### src/rtl/rom_loader_arb_pkg.sv
// rom_loader_pkg: shared defaults, FSM state encoding and helpers for the
// ROM download arbiter.
// No ports (package).
package rom_loader_pkg;

  localparam logic [7:0] ROM_INDEX_DEFAULT   = 8'h00;
  localparam int         MEM_AW_DEFAULT      = 14;
  localparam int         HOLD_CYCLES_DEFAULT = 16;
  localparam int         IOCTL_AW            = 25;

  typedef enum logic [2:0] {
    ST_IDLE  = 3'd0,
    ST_LOAD  = 3'd1,
    ST_DRAIN = 3'd2,
    ST_HOLD  = 3'd3,
    ST_RUN   = 3'd4
  } state_t;

  // True when a download byte address falls inside the 2**aw byte ROM.
  function automatic logic addr_in_range(input logic [IOCTL_AW-1:0] a,
                                         input int unsigned aw);
    return (a >> aw) == '0;
  endfunction

endpackage

### src/rtl/rom_loader_arb_if.sv
// rom_loader_arb_if: groups the download (ioctl_*), core read (cpu_*) and
// shared ROM port (mem_*) signals of the ROM loader arbiter.
//   slave  : seen by rom_loader_arb
//   master : seen by the environment (download source, core, ROM)
interface rom_loader_arb_if
  import rom_loader_pkg::*;
#(
  parameter int MEM_AW = MEM_AW_DEFAULT
) ();

  logic                ioctl_download;
  logic                ioctl_wr;
  logic [IOCTL_AW-1:0] ioctl_addr;
  logic [7:0]          ioctl_dout;
  logic [7:0]          ioctl_index;
  logic                ioctl_wait;

  logic                cpu_rd_req;
  logic [MEM_AW-1:0]   cpu_addr;
  logic                cpu_rd_ack;
  logic [7:0]          cpu_rd_data;

  logic [MEM_AW-1:0]   mem_addr;
  logic                mem_we;
  logic [7:0]          mem_wdata;
  logic [7:0]          mem_rdata;

  modport slave (
    input  ioctl_download, ioctl_wr, ioctl_addr, ioctl_dout, ioctl_index,
    output ioctl_wait,
    input  cpu_rd_req, cpu_addr,
    output cpu_rd_ack, cpu_rd_data,
    output mem_addr, mem_we, mem_wdata,
    input  mem_rdata
  );

  modport master (
    output ioctl_download, ioctl_wr, ioctl_addr, ioctl_dout, ioctl_index,
    input  ioctl_wait,
    output cpu_rd_req, cpu_addr,
    input  cpu_rd_ack, cpu_rd_data,
    input  mem_addr, mem_we, mem_wdata,
    output mem_rdata
  );

endinterface

### src/rtl/rom_loader_arb_wr_buf.sv
// rom_wr_buf: one-entry download write buffer. A write is latched when the
// buffer is empty and the address is in range; the entry always drains in
// the following cycle, so full is high for exactly one cycle per byte.
//   clk_sys, reset_n : clock, async active-low reset
//   wr_en            : qualified download write strobe
//   wr_addr, wr_data : download byte address / data
//   full             : entry valid (drives mem_we and ioctl_wait)
//   buf_addr/buf_data: latched entry
//   drop             : write discarded (buffer full or address out of range)
module rom_wr_buf
  import rom_loader_pkg::*;
#(
  parameter int MEM_AW = MEM_AW_DEFAULT
) (
  input  logic                clk_sys,
  input  logic                reset_n,
  input  logic                wr_en,
  input  logic [IOCTL_AW-1:0] wr_addr,
  input  logic [7:0]          wr_data,
  output logic                full,
  output logic [MEM_AW-1:0]   buf_addr,
  output logic [7:0]          buf_data,
  output logic                drop
);

  logic in_range;
  logic latch;

  always_comb begin
    in_range = addr_in_range(wr_addr, MEM_AW);
    latch    = wr_en && !full && in_range;
    drop     = wr_en && (full || !in_range);
  end

  always_ff @(posedge clk_sys or negedge reset_n) begin
    if (!reset_n) begin
      full     <= 1'b0;
      buf_addr <= '0;
      buf_data <= '0;
    end else begin
      // No stall on the ROM side: a full entry is always written out now.
      full <= latch;
      if (latch) begin
        buf_addr <= wr_addr[MEM_AW-1:0];
        buf_data <= wr_data;
      end
    end
  end

endmodule

### src/rtl/rom_loader_arb.sv
// rom_loader_arb: arbitrates a single-port ROM between a byte download
// stream and core reads, and holds the core in reset while loading.
//   clk_sys, reset_n : clock, async active-low reset
//   bus (slave)      : ioctl_* download port, cpu_* read port, mem_* ROM port
//   core_reset       : active-high core reset (low only in RUN)
//   load_err         : sticky error (out-of-range or dropped download byte)
//   byte_count       : bytes written by the current/last download (saturating)
module rom_loader_arb
  import rom_loader_pkg::*;
#(
  parameter logic [7:0] ROM_INDEX   = ROM_INDEX_DEFAULT,
  parameter int         MEM_AW      = MEM_AW_DEFAULT,
  parameter int         HOLD_CYCLES = HOLD_CYCLES_DEFAULT
) (
  input  logic            clk_sys,
  input  logic            reset_n,
  rom_loader_arb_if.slave bus,
  output logic            core_reset,
  output logic            load_err,
  output logic [MEM_AW:0] byte_count
);

  localparam int              HCW       = (HOLD_CYCLES > 1) ? $clog2(HOLD_CYCLES) : 1;
  localparam logic [HCW-1:0]  HOLD_LAST = HCW'(HOLD_CYCLES - 1);
  localparam logic [MEM_AW:0] BC_MAX    = {1'b1, {MEM_AW{1'b0}}};

  state_t            state;
  state_t            state_nxt;
  logic [HCW-1:0]    hold_cnt;
  logic              rd_pending;
  logic              rd_accept;
  logic              dl_match;
  logic              wr_en;
  logic              buf_full;
  logic              buf_drop;
  logic [MEM_AW-1:0] buf_addr;
  logic [7:0]        buf_data;

  assign dl_match = bus.ioctl_download && (bus.ioctl_index == ROM_INDEX);
  assign wr_en    = (state == ST_LOAD) && dl_match && bus.ioctl_wr;

  rom_wr_buf #(.MEM_AW(MEM_AW)) u_wr_buf (
    .clk_sys  (clk_sys),
    .reset_n  (reset_n),
    .wr_en    (wr_en),
    .wr_addr  (bus.ioctl_addr),
    .wr_data  (bus.ioctl_dout),
    .full     (buf_full),
    .buf_addr (buf_addr),
    .buf_data (buf_data),
    .drop     (buf_drop)
  );

  always_ff @(posedge clk_sys or negedge reset_n) begin
    if (!reset_n) state <= ST_IDLE;
    else          state <= state_nxt;
  end

  always_comb begin
    state_nxt = state;
    unique case (state)
      ST_IDLE:  if (dl_match) state_nxt = ST_LOAD;
      ST_LOAD:  if (!dl_match) state_nxt = ST_DRAIN;
      ST_DRAIN: if (!buf_full) state_nxt = ST_HOLD;
      ST_HOLD: begin
        if (dl_match)                   state_nxt = ST_LOAD;
        else if (hold_cnt == HOLD_LAST) state_nxt = ST_RUN;
      end
      ST_RUN:   if (dl_match) state_nxt = ST_LOAD;
      default:  state_nxt = ST_IDLE;
    endcase
  end

  always_comb begin
    core_reset = (state != ST_RUN);
    // Writes only exist in LOAD/DRAIN, so the buf_full term never blocks a
    // real read; it keeps the ROM port exclusive by construction.
    rd_accept  = (state == ST_RUN) && bus.cpu_rd_req && !rd_pending && !buf_full;

    bus.ioctl_wait  = buf_full;
    bus.mem_we      = buf_full;
    bus.mem_wdata   = buf_full ? buf_data : '0;
    bus.mem_addr    = buf_full  ? buf_addr :
                      rd_accept ? bus.cpu_addr : '0;
    bus.cpu_rd_ack  = rd_pending;
    bus.cpu_rd_data = rd_pending ? bus.mem_rdata : '0;
  end

  always_ff @(posedge clk_sys or negedge reset_n) begin
    if (!reset_n) begin
      rd_pending <= 1'b0;
      hold_cnt   <= '0;
      load_err   <= 1'b0;
      byte_count <= '0;
    end else begin
      rd_pending <= rd_accept;
      hold_cnt   <= (state == ST_HOLD) ? hold_cnt + HCW'(1) : '0;
      if (buf_drop) load_err <= 1'b1;
      if ((state != ST_LOAD) && (state_nxt == ST_LOAD))
        byte_count <= '0;
      else if (buf_full && (byte_count != BC_MAX))
        byte_count <= byte_count + (MEM_AW + 1)'(1);
    end
  end

endmodule

### src/flat_wrapper.sv
// flat-port wrapper written by rule: the top's interface ports become plain ports
module rom_loader_arb_flat import rom_loader_pkg::*;
#(
  parameter logic [7:0] ROM_INDEX   = ROM_INDEX_DEFAULT,
  parameter int         MEM_AW      = MEM_AW_DEFAULT,
  parameter int         HOLD_CYCLES = HOLD_CYCLES_DEFAULT
)
  (clk_sys, reset_n, core_reset, load_err, byte_count, bus_ioctl_download, bus_ioctl_wr, bus_ioctl_addr, bus_ioctl_dout, bus_ioctl_index, bus_ioctl_wait, bus_cpu_rd_req, bus_cpu_addr, bus_cpu_rd_ack, bus_cpu_rd_data, bus_mem_addr, bus_mem_we, bus_mem_wdata, bus_mem_rdata);
  rom_loader_arb_if #(.MEM_AW(MEM_AW)) bus_i ();
  input  logic clk_sys;
  input  logic reset_n;
  output logic core_reset;
  output logic load_err;
  output logic [MEM_AW:0] byte_count;
  input wire logic [$bits(bus_i.ioctl_download)-1:0] bus_ioctl_download;
  input wire logic [$bits(bus_i.ioctl_wr)-1:0] bus_ioctl_wr;
  input wire logic [$bits(bus_i.ioctl_addr)-1:0] bus_ioctl_addr;
  input wire logic [$bits(bus_i.ioctl_dout)-1:0] bus_ioctl_dout;
  input wire logic [$bits(bus_i.ioctl_index)-1:0] bus_ioctl_index;
  output wire logic [$bits(bus_i.ioctl_wait)-1:0] bus_ioctl_wait;
  input wire logic [$bits(bus_i.cpu_rd_req)-1:0] bus_cpu_rd_req;
  input wire logic [$bits(bus_i.cpu_addr)-1:0] bus_cpu_addr;
  output wire logic [$bits(bus_i.cpu_rd_ack)-1:0] bus_cpu_rd_ack;
  output wire logic [$bits(bus_i.cpu_rd_data)-1:0] bus_cpu_rd_data;
  output wire logic [$bits(bus_i.mem_addr)-1:0] bus_mem_addr;
  output wire logic [$bits(bus_i.mem_we)-1:0] bus_mem_we;
  output wire logic [$bits(bus_i.mem_wdata)-1:0] bus_mem_wdata;
  input wire logic [$bits(bus_i.mem_rdata)-1:0] bus_mem_rdata;
  assign bus_i.ioctl_download = bus_ioctl_download;
  assign bus_i.ioctl_wr = bus_ioctl_wr;
  assign bus_i.ioctl_addr = bus_ioctl_addr;
  assign bus_i.ioctl_dout = bus_ioctl_dout;
  assign bus_i.ioctl_index = bus_ioctl_index;
  assign bus_ioctl_wait = bus_i.ioctl_wait;
  assign bus_i.cpu_rd_req = bus_cpu_rd_req;
  assign bus_i.cpu_addr = bus_cpu_addr;
  assign bus_cpu_rd_ack = bus_i.cpu_rd_ack;
  assign bus_cpu_rd_data = bus_i.cpu_rd_data;
  assign bus_mem_addr = bus_i.mem_addr;
  assign bus_mem_we = bus_i.mem_we;
  assign bus_mem_wdata = bus_i.mem_wdata;
  assign bus_i.mem_rdata = bus_mem_rdata;
  rom_loader_arb #(.ROM_INDEX(ROM_INDEX), .MEM_AW(MEM_AW), .HOLD_CYCLES(HOLD_CYCLES)) u_core (.clk_sys(clk_sys), .reset_n(reset_n), .bus(bus_i), .core_reset(core_reset), .load_err(load_err), .byte_count(byte_count));
endmodule
### config.mk
export PLATFORM = sky130hd
export DESIGN_NAME = rom_loader_arb_flat
export DESIGN_NICKNAME = d
export VERILOG_FILES = /design/src/rtl/rom_loader_arb_pkg.sv /design/src/rtl/rom_loader_arb_if.sv /design/src/rtl/rom_loader_arb_wr_buf.sv /design/src/rtl/rom_loader_arb.sv /design/src/flat_wrapper.sv
export SDC_FILE = /design/constraint.sdc
export NUM_CORES = 1
export LEC_CHECK = 0
export ABC_AREA = 1
export CORE_UTILIZATION = 46
export CTS_CLUSTER_DIAMETER = 120
export DETAILED_ROUTE_END_ITERATION = 16
export PLACE_DENSITY = 0.94
export SLEW_MARGIN = 10
export SYNTH_ARGS = -nofsm -noshare
export SYNTH_HDL_FRONTEND = slang
export SYNTH_SLANG_ARGS = --single-unit
export TNS_END_PERCENT = 5
### constraint.sdc
create_clock -name clk_sys -period 2.4 [get_ports clk_sys]
set_input_delay 0.48 -clock clk_sys [delete_from_list [all_inputs] [get_ports clk_sys]]
set_output_delay 0.48 -clock clk_sys [all_outputs]
set_load 0.01 [all_outputs]
Word level (Yosys, flattened, before mapping)
Index checks and enable logic that the tools add are counted.

operators by class
  reduce and logical (&&, ||, !) cells = 20
  shift-type cells = 0
  magnitude comparators = 0
  add/sub/neg operators = 2
  multiply operators = 0
  multiplexer cells = 13
  bitwise gates (word level) = 0
  equal/unequal tests = 9
  div/mod/pow operators = 0

operators with widths
  kind                     number
  $mux W15                 2
  $mux W14                 2
  $logic_not A25 Y1        1
  $mux W8                  2
  $add A15 B1 Y15 const B  1
  $mux W3                  5
  $ne A15 B15 Y1 const B   1
  $pmux W3 S4              1
  $logic_and A1 B1 Y1      11
  $logic_not A8 Y1         1
  $eq A3 B1 Y1 const B     2
  $eq A3 B2 Y1 const B     2
  $add A4 B1 Y4 const B    1
  $eq A4 B4 Y1 const B     1
  $mux W4                  1
  $eq A3 B3 Y1 const B     1
  $logic_not A1 Y1         3
  $logic_not A3 Y1         1
  $ne A3 B1 Y1 const B     1
  $ne A3 B3 Y1 const B     1
  $reduce_bool A2 Y1       1
  $reduce_or A2 Y1         1
  $logic_or A1 B1 Y1       1

word-level totals
  output and inout port bits = 50
  word-level logic and storage cells = 52
  memory bits (read-only) = 0
  bits in registers = 47
  memories kept = 0
  input bits = 68
  latch bits = 0
  memory bits (writable) = 0

Logic depth before layout (Yosys ltp)
Gate-level depths: netlist of run 1.

  depth after elaboration = 7
  mapped depth = 12
  depth with buffers taken out = 12

Cells and area by module
A second synthesis of run 1 with hierarchy kept.

unflattened totals
  cells, all modules = 369
  area total of the unflattened synthesis = 2791.4 um^2

modules (own cells, without submodules)
  module          times used  seq. area each (um^2)  area an instance (um^2)  cells each
  rom_loader_arb  1           600.6                  1727.9                   251
  rom_wr_buf      1           575.6                  1063.5                   118

Least setup slack after synthesis of run 1
No wires, ideal clock.

  path kind = flip-flop to output port
  from = reg u_core.rd_pending (netlist: u_core.bus.cpu_rd_ack)
  to = out bus_mem_addr[10]
  arrival = 1.251 ns
  stages on the path, launching flop included = 7
  data required time = 1.920 ns
  path buffers = 2
  setup slack = 0.669 ns
  cell sequence = dfrtp_1 > clkbuf_1 > nor2_1 > nand3_1 > inv_1 > buf_2 > a22o_1

between the ends
  longest elaborated chain between the ends = 5

RTL lines
  element                           line                  source
  start, declared                   rom_loader_arb.sv:30  logic rd_pending;
  start signal, assigned            rom_loader_arb.sv:96  rd_pending <= rd_accept;
  $logic_not A1 Y1                  rom_loader_arb.sv:78  rd_accept = (state == ST_RUN) && bus.cpu_rd_req && !rd_pending && !buf_full;
  $logic_and A1 B1 Y1 (2 in a row)  rom_loader_arb.sv:78
  named net u_core.rd_accept        rom_loader_arb.sv:31  logic rd_accept;
  $mux W14                          rom_loader_arb.sv:84  rd_accept ? bus.cpu_addr : '0;
  $mux W14                          rom_loader_arb.sv:83  bus.mem_addr = buf_full ? buf_addr :
  end, declared                     flat_wrapper.sv:25    output wire logic [$bits(bus_i.mem_addr)-1:0] bus_mem_addr;

The timed path passes the listed nets, and every way through them passes these cells.

Worst setup path in the final report of run 1
  from = reg u_core.state[0]
  to = out bus_mem_addr[7]

between the ends
  longest elaborated chain between the ends = 6

RTL lines
  element                           line                  source
  start, declared                   rom_loader_arb.sv:27  state_t state;
  start signal, assigned            rom_loader_arb.sv:56  else state <= state_nxt;
  $eq A3 B3 Y1                      rom_loader_arb.sv:78
  $logic_and A1 B1 Y1 (3 in a row)  rom_loader_arb.sv:78
  $mux W14                          rom_loader_arb.sv:84
  $mux W14                          rom_loader_arb.sv:83

No other way between the ends.

==> impl_metrics.tcl, run 1 <==
set metrics [dict create \
    drv_slew 0 \
    hold_path_class "in2async" \
    vias_per_cell 4.86 \
    grt_antenna_before_repair 0 \
    hold_violations 0 \
    row_count 27 \
    cts.sinks 47 \
    grt_usage_pct 23.4 \
    final_cell_mix "nand2_1 (128), clkdlybuf4s50_1 (102), inv_1 (52)" \
    fin_tns_setup_ps 0 \
    setup_violations 0 \
    gp_congestion 0.800 \
    clock_skew_ps 11.1 \
    fin_cells 560 \
    crit_arrival_ps 1730 \
    syn_nets 439 \
    final_area_um2 3980 \
    h-tree-depth 2 \
    nets 558 \
    cts_setup_buffers 0 \
    gr-total-overflow 0 \
    drive_above_1_share_pct 7.38 \
    required_ps 1920 \
    core_area_um2 5540 \
    cts_tree "done" \
    mostFrequentLayoutCell "nand2_1" \
    drv_cap 0 \
    power-per-cell-area_nw_per_um2 484 \
    ioPinCount 118 \
    drcViolationCount 0 \
    ant_nets 0 \
    io_buffers 117 \
    area_growth_pct 49.1 \
    clkLatencyLatePin_ps 300 \
    cts_hold_buf 0 \
    end_kind "output port" \
    n_antenna_cell 0 \
    die_area_um2 6120 \
    crit_fanout 15 \
    post_drt_wl_per_cell_um 12.4 \
    slew-limit-headroom_pct 59.4 \
    start_util_pct 48.2 \
    crit_type "reg2out" \
    r2r_cells 12 \
    yosys_warnings 0 \
    worst_setup_path_start_kind "flip-flop" \
    dp.cells 552 \
    syn_area_um2 2670 \
    ys_seq_area_share_pct 44.0 \
    grt_pass1_vias 2621 \
    rsz0062_at_grt "false" \
    synthDistinctLibCells 28 \
    synthCells 368 \
    p_leak_nw 2.08 \
    cts.clk_slew.worst_paths_ps 90 \
    min_period_over_period_pct 91.9 \
    hpwl_um 5250 \
    routed_wl_um 6930 \
    grt_pass1_wl_um 11300 \
    clock_path_buffers 2 \
    vias 2720 \
    syn_avg_cell_area_um2 7.26 \
    die_width_um 78.2 \
    cts_buffers 5 \
    grt_max_degree 48 \
    fmax_mhz 454 \
    tightestPinTransition_ps 608 \
    status "finished clean" \
    ir_worst_vdd_uv 243 \
    die_h_um 78.2 \
    first_pass_iters 4 \
    whs_ps 271 \
    root_buffer "clkbuf_8" \
    place_area_um2 3900 \
    synth-seq-cells 47 \
    finalCoreUtilization_pct 71.9 \
    finalCriticalPeriod_ps 2210 \
    initialDrtViolationCount 168 \
]
==> report_power, final <==
part / switching, mW / internal [mW] / total (mW)
registers: 0.0565 / 0.850 / 0.907
logic: 0.258 / 0.232 / 0.490
clock network: 0.266 / 0.263 / 0.529
==> critical path, cell delays in order, from the launching register on <==
cell           delay (ps)
dfrtp_1               360
inv_1                 110
nand2_1               120
nor2_2                120
nand3_1                80
inv_1                 100
buf_12                150
a22o_1                120
dlygate4sd2_1         270
==> cell usage after synthesis (all sizes together) <==
cell    instances  share of area, %
clkinv          1              0.19
a22o           14               4.6
inv            53               7.4
nor4            2              0.70
nand4           5               1.2
nand2         139                21
nor3            2              0.37
nand3          17               3.2
o21ai           7               1.3
o21bai          3              0.84
xnor2           1              0.33
nor2           54               8.3
ha              3               1.4
xor2            2              0.66
dfrtp          47                44
buf             9               3.1
clkbuf          3              0.42
or2             1              0.23
a21oi           5               1.1
==> sequential cells by signal, summed over array words and instances (netlist names) <==
register and cells:
u_core.state 3, u_core.byte_count 15, u_core.bus.cpu_rd_ack 1, u_core.load_err 1, u_core.u_wr_buf.buf_addr 14, u_core.u_wr_buf.buf_data 8, u_core.hold_cnt 4, u_core.u_wr_buf.full 1
==> cell type report <==
cell class,instances,area (µm²)
Fill cell,461,1560
Timing Repair Buffer,124,1210
Multi-Input combinational cell,255,1200
Sequential cell,47,1180
Inverter,54,204
Clock buffer,8,100
Tap cell,72,90.1
==> final timing paths <==
kind                                                        from                                       to  slack, ps
worst max-delay path                   u_core.state[0]$_DFF_PN0_                          bus_mem_addr[7]        190
worst min-delay path                                     reset_n         u_core.byte_count[5]$_DFFE_PN0P_        270
worst max register to register  u_core.byte_count[0]$_DFFE_PN0P_         u_core.byte_count[3]$_DFFE_PN0P_        570
worst min register to register      u_core.hold_cnt[0]$_DFF_PN0_             u_core.hold_cnt[0]$_DFF_PN0_        480
max in group asynchronous                                reset_n  u_core.u_wr_buf.buf_addr[2]$_DFFE_PN0P_       1720
min in group clk_sys                u_core.hold_cnt[0]$_DFF_PN0_             u_core.hold_cnt[0]$_DFF_PN0_        480
==> kinds of logic (layout without fill, tap and decap cells) <==
kind of cell / count (synthesis) / after routing / synth area share, %
compound gates: 29 / 29 / 7.82
xor+xnor: 3 / 3 / 0.984
fa+ha+maj: 3 / 3 / 1.41
buf+inv: 66 / 186 / 11.2
flops: 47 / 47 / 44.0
simple gates: 220 / 220 / 34.6
==> per-layer routing <==
metal | share of wire, % | track usage (%) | vias to the layer above
li1 | - | - | 1359
met1 | 40 | 25.6 | 1259
met2 | 52 | 44.2 | 94
met3 | 7.1 | 6.40 | 8
met4 | 1.0 | 6.30 | 0
met5 | 0 | 0 | -
==> through the flow <==
step	setup WS (ps)	power [mW]
floorplan	669	1.17
global placement	18.0	1.38
detailed placement	-11.6	1.41
CTS	177	1.93
global route	60.2	2.02
finish	195	1.93
==> timing repair <==
action	4_1_cts	5_1_grt
resized for setup	15	0
hold endpoints to repair	0	0
endpoints found under the setup margin	14	0
Note: power is estimated with default switching activity, not from simulation.
==> run 2, diff against run 1 <==
--- a/config.mk
+++ b/config.mk
@@ -9,6 +9,7 @@
 export CORE_UTILIZATION = 46
 export CTS_CLUSTER_DIAMETER = 120
 export DETAILED_ROUTE_END_ITERATION = 16
+export HOLD_SLACK_MARGIN = 0.1
 export PLACE_DENSITY = 0.94
 export SLEW_MARGIN = 10
 export SYNTH_ARGS = -nofsm -noshare
==> constraint.sdc (replaced) <==
create_clock -name clk_sys -period 2.6 [get_ports clk_sys]
set_input_delay 0.52 -clock clk_sys [delete_from_list [all_inputs] [get_ports clk_sys]]
set_output_delay 0.52 -clock clk_sys [all_outputs]
set_load 0.01 [all_outputs]
==> impl_metrics.tcl, run 2 (synthesis results as in run 1) <==
set metrics [dict create \
    status "finished clean" \
    grt_max_degree 30 \
    grt_usage_pct 25.5 \
    drv_slew 0 \
    routed_wl_um 7270 \
    gp_congestion 0.820 \
    ir_worst_vdd_uv 248 \
    crit_fanout 15 \
    area_growth_pct 51.1 \
    finalCriticalPeriod_ps 2590 \
    reg.largest.list "u_core.byte_count x15, u_core.u_wr_buf.buf_addr x14, u_core.u_wr_buf.buf_data x8" \
    die_area_um2 6120 \
    rsz0062_at_grt "true" \
    core_area_um2 5540 \
    cp_slowest_cell "clkdlybuf4s50_1" \
    grt_pass1_wl_um 12300 \
    vias_per_cell 4.96 \
    path_delay_family "buffers and inverters" \
    mostFrequentLayoutCell "nand2_1" \
    ioPinCount 118 \
    clkLatencyLatePin_ps 300 \
    p_leak_nw 2.25 \
    start_util_pct 48.2 \
    gr-total-overflow 0 \
    finalCoreUtilization_pct 72.8 \
    crit_type "reg2out" \
    hold_violations 0 \
    vias 2777 \
    grt_antenna_before_repair 0 \
    tightestPinTransition_ps 376 \
    cts.clk_slew.worst_paths_ps 80 \
    io_buffers 117 \
    cp_num_buf_inv 4 \
    cts.sinks 47 \
    clock_path_buffers 2 \
    power-per-cell-area_nw_per_um2 440 \
    required_ps 2080 \
    cts_tree "done" \
    die_h_um 78.2 \
    final_cell_mix "nand2_1 (128), clkdlybuf4s50_1 (103), inv_1 (51)" \
    fin_cells 560 \
    grt_pass1_vias 2774 \
    row_count 27 \
    drcViolationCount 0 \
    setup_violations 0 \
    first_pass_iters 4 \
    root_buffer "clkbuf_8" \
    hold_path_class "reg2reg" \
    slowest_delay_ps 550 \
    fill_cells 423 \
    post_drt_wl_per_cell_um 13.0 \
    ant_nets 0 \
    slew-limit-headroom_pct 74.9 \
    initialDrtViolationCount 170 \
    clock_skew_ps 6.45 \
    largest_register_ff_count 15 \
    die_width_um 78.2 \
    cp_cell_sequence "inv_1, nand2_1, nor2_2, nand3_1, inv_1, buf_12, a22o_1, clkdlybuf4s50_1" \
    fmax_mhz 386 \
    h-tree-depth 2 \
    dp.cells 551 \
    top_register "u_core.byte_count" \
    nets 558 \
    hpwl_um 5610 \
    cpMostUsedCell "inv_1" \
    end_kind "output port" \
    drive_above_1_share_pct 7.38 \
    n_antenna_cell 0 \
    drv_cap 0 \
    min_period_over_period_pct 99.6 \
    worst_setup_path_start_kind "flip-flop" \
    cts_buffers 5 \
    crit_arrival_ps 2070 \
]
run 2: cell count changes in the layout (fill, tap and decap cells not counted):
cell	previous run	this run
buf_4	6	5
clkdlybuf4s50_1	102	103
dlygate4sd2_1	14	0
dlygate4sd3_1	0	1
dlymetal6s2s_1	0	13
inv_1	52	51
inv_2	1	2
run 2: through the flow:
stage	area [µm²]	TNS [ps]	power [mW]	setup WS (ps)	hold WS, ps
finish	4040	0	1.78	11.6	481
detailed placement	3890	0	1.30	87.6	399
floorplan	2670	0	1.08	829	224
global route	4040	-87.0	1.88	-87.0	511
global placement	3890	0	1.28	132	394
CTS	4000	0	1.79	11.3	481
run 2: where the power goes:
part	internal (mW)	leakage, nW	switching (mW)	total [mW]
Clock	0.243	0.0515	0.242	0.485
Sequential	0.785	0.647	0.0545	0.839
Combinational	0.217	1.55	0.236	0.452
Total	1.24	2.25	0.532	1.78
run 2: repair_timing:
action	4_1_cts	5_1_grt
setup endpoints to repair	13	14
gates cloned	0	0
buffers inserted	0	0
hold buffers	1	0
hold endpoints to repair	9	0
gates resized for setup	1	14
pin swaps	0	0
run 2: metal layers:
metal  routed length [µm]  track usage [%]  vias to the layer above
li1                     -                -                     1359
met1                 2810             28.9                     1287
met5                    0                0                        -
met2                 3790             46.0                      118
met4                  139             8.70                        0
met3                  531             7.09                       13
run 2: worst paths after layout:
path	startpoint	end	slack, ps	cells after the start
min in group asynchronous	reset_n	u_core.bus.cpu_rd_ack$_DFF_PN0_	620	2
min	u_core.hold_cnt[0]$_DFF_PN0_	u_core.hold_cnt[0]$_DFF_PN0_	480	1
min reg2reg	u_core.hold_cnt[0]$_DFF_PN0_	u_core.hold_cnt[0]$_DFF_PN0_	480	1
max	u_core.state[1]$_DFF_PN0_	bus_mem_addr[7]	10	8
max reg2reg	u_core.byte_count[0]$_DFFE_PN0P_	u_core.byte_count[9]$_DFFE_PN0P_	740	11
max in group asynchronous	reset_n	u_core.u_wr_buf.buf_addr[8]$_DFFE_PN0P_	1440	3
run 2: cell type report:
cell class                      count  area [µm²]  area share, %
Multi-Input combinational cell    255        1200           29.7
Clock buffer                        8         100           2.48
Inverter                           54         204           5.05
Sequential cell                    47        1180           29.1
Tap cell                           72        90.1           2.23
Timing Repair Buffer              124        1270           31.4
run 2: worst register-to-register path: cells and delay by family, from the launching register on:
family	cells	cell delay [ps]
simple gates	5	300
compound gates	2	450
buf+inv	3	360
fa+ha+maj	1	190
flops	1	450
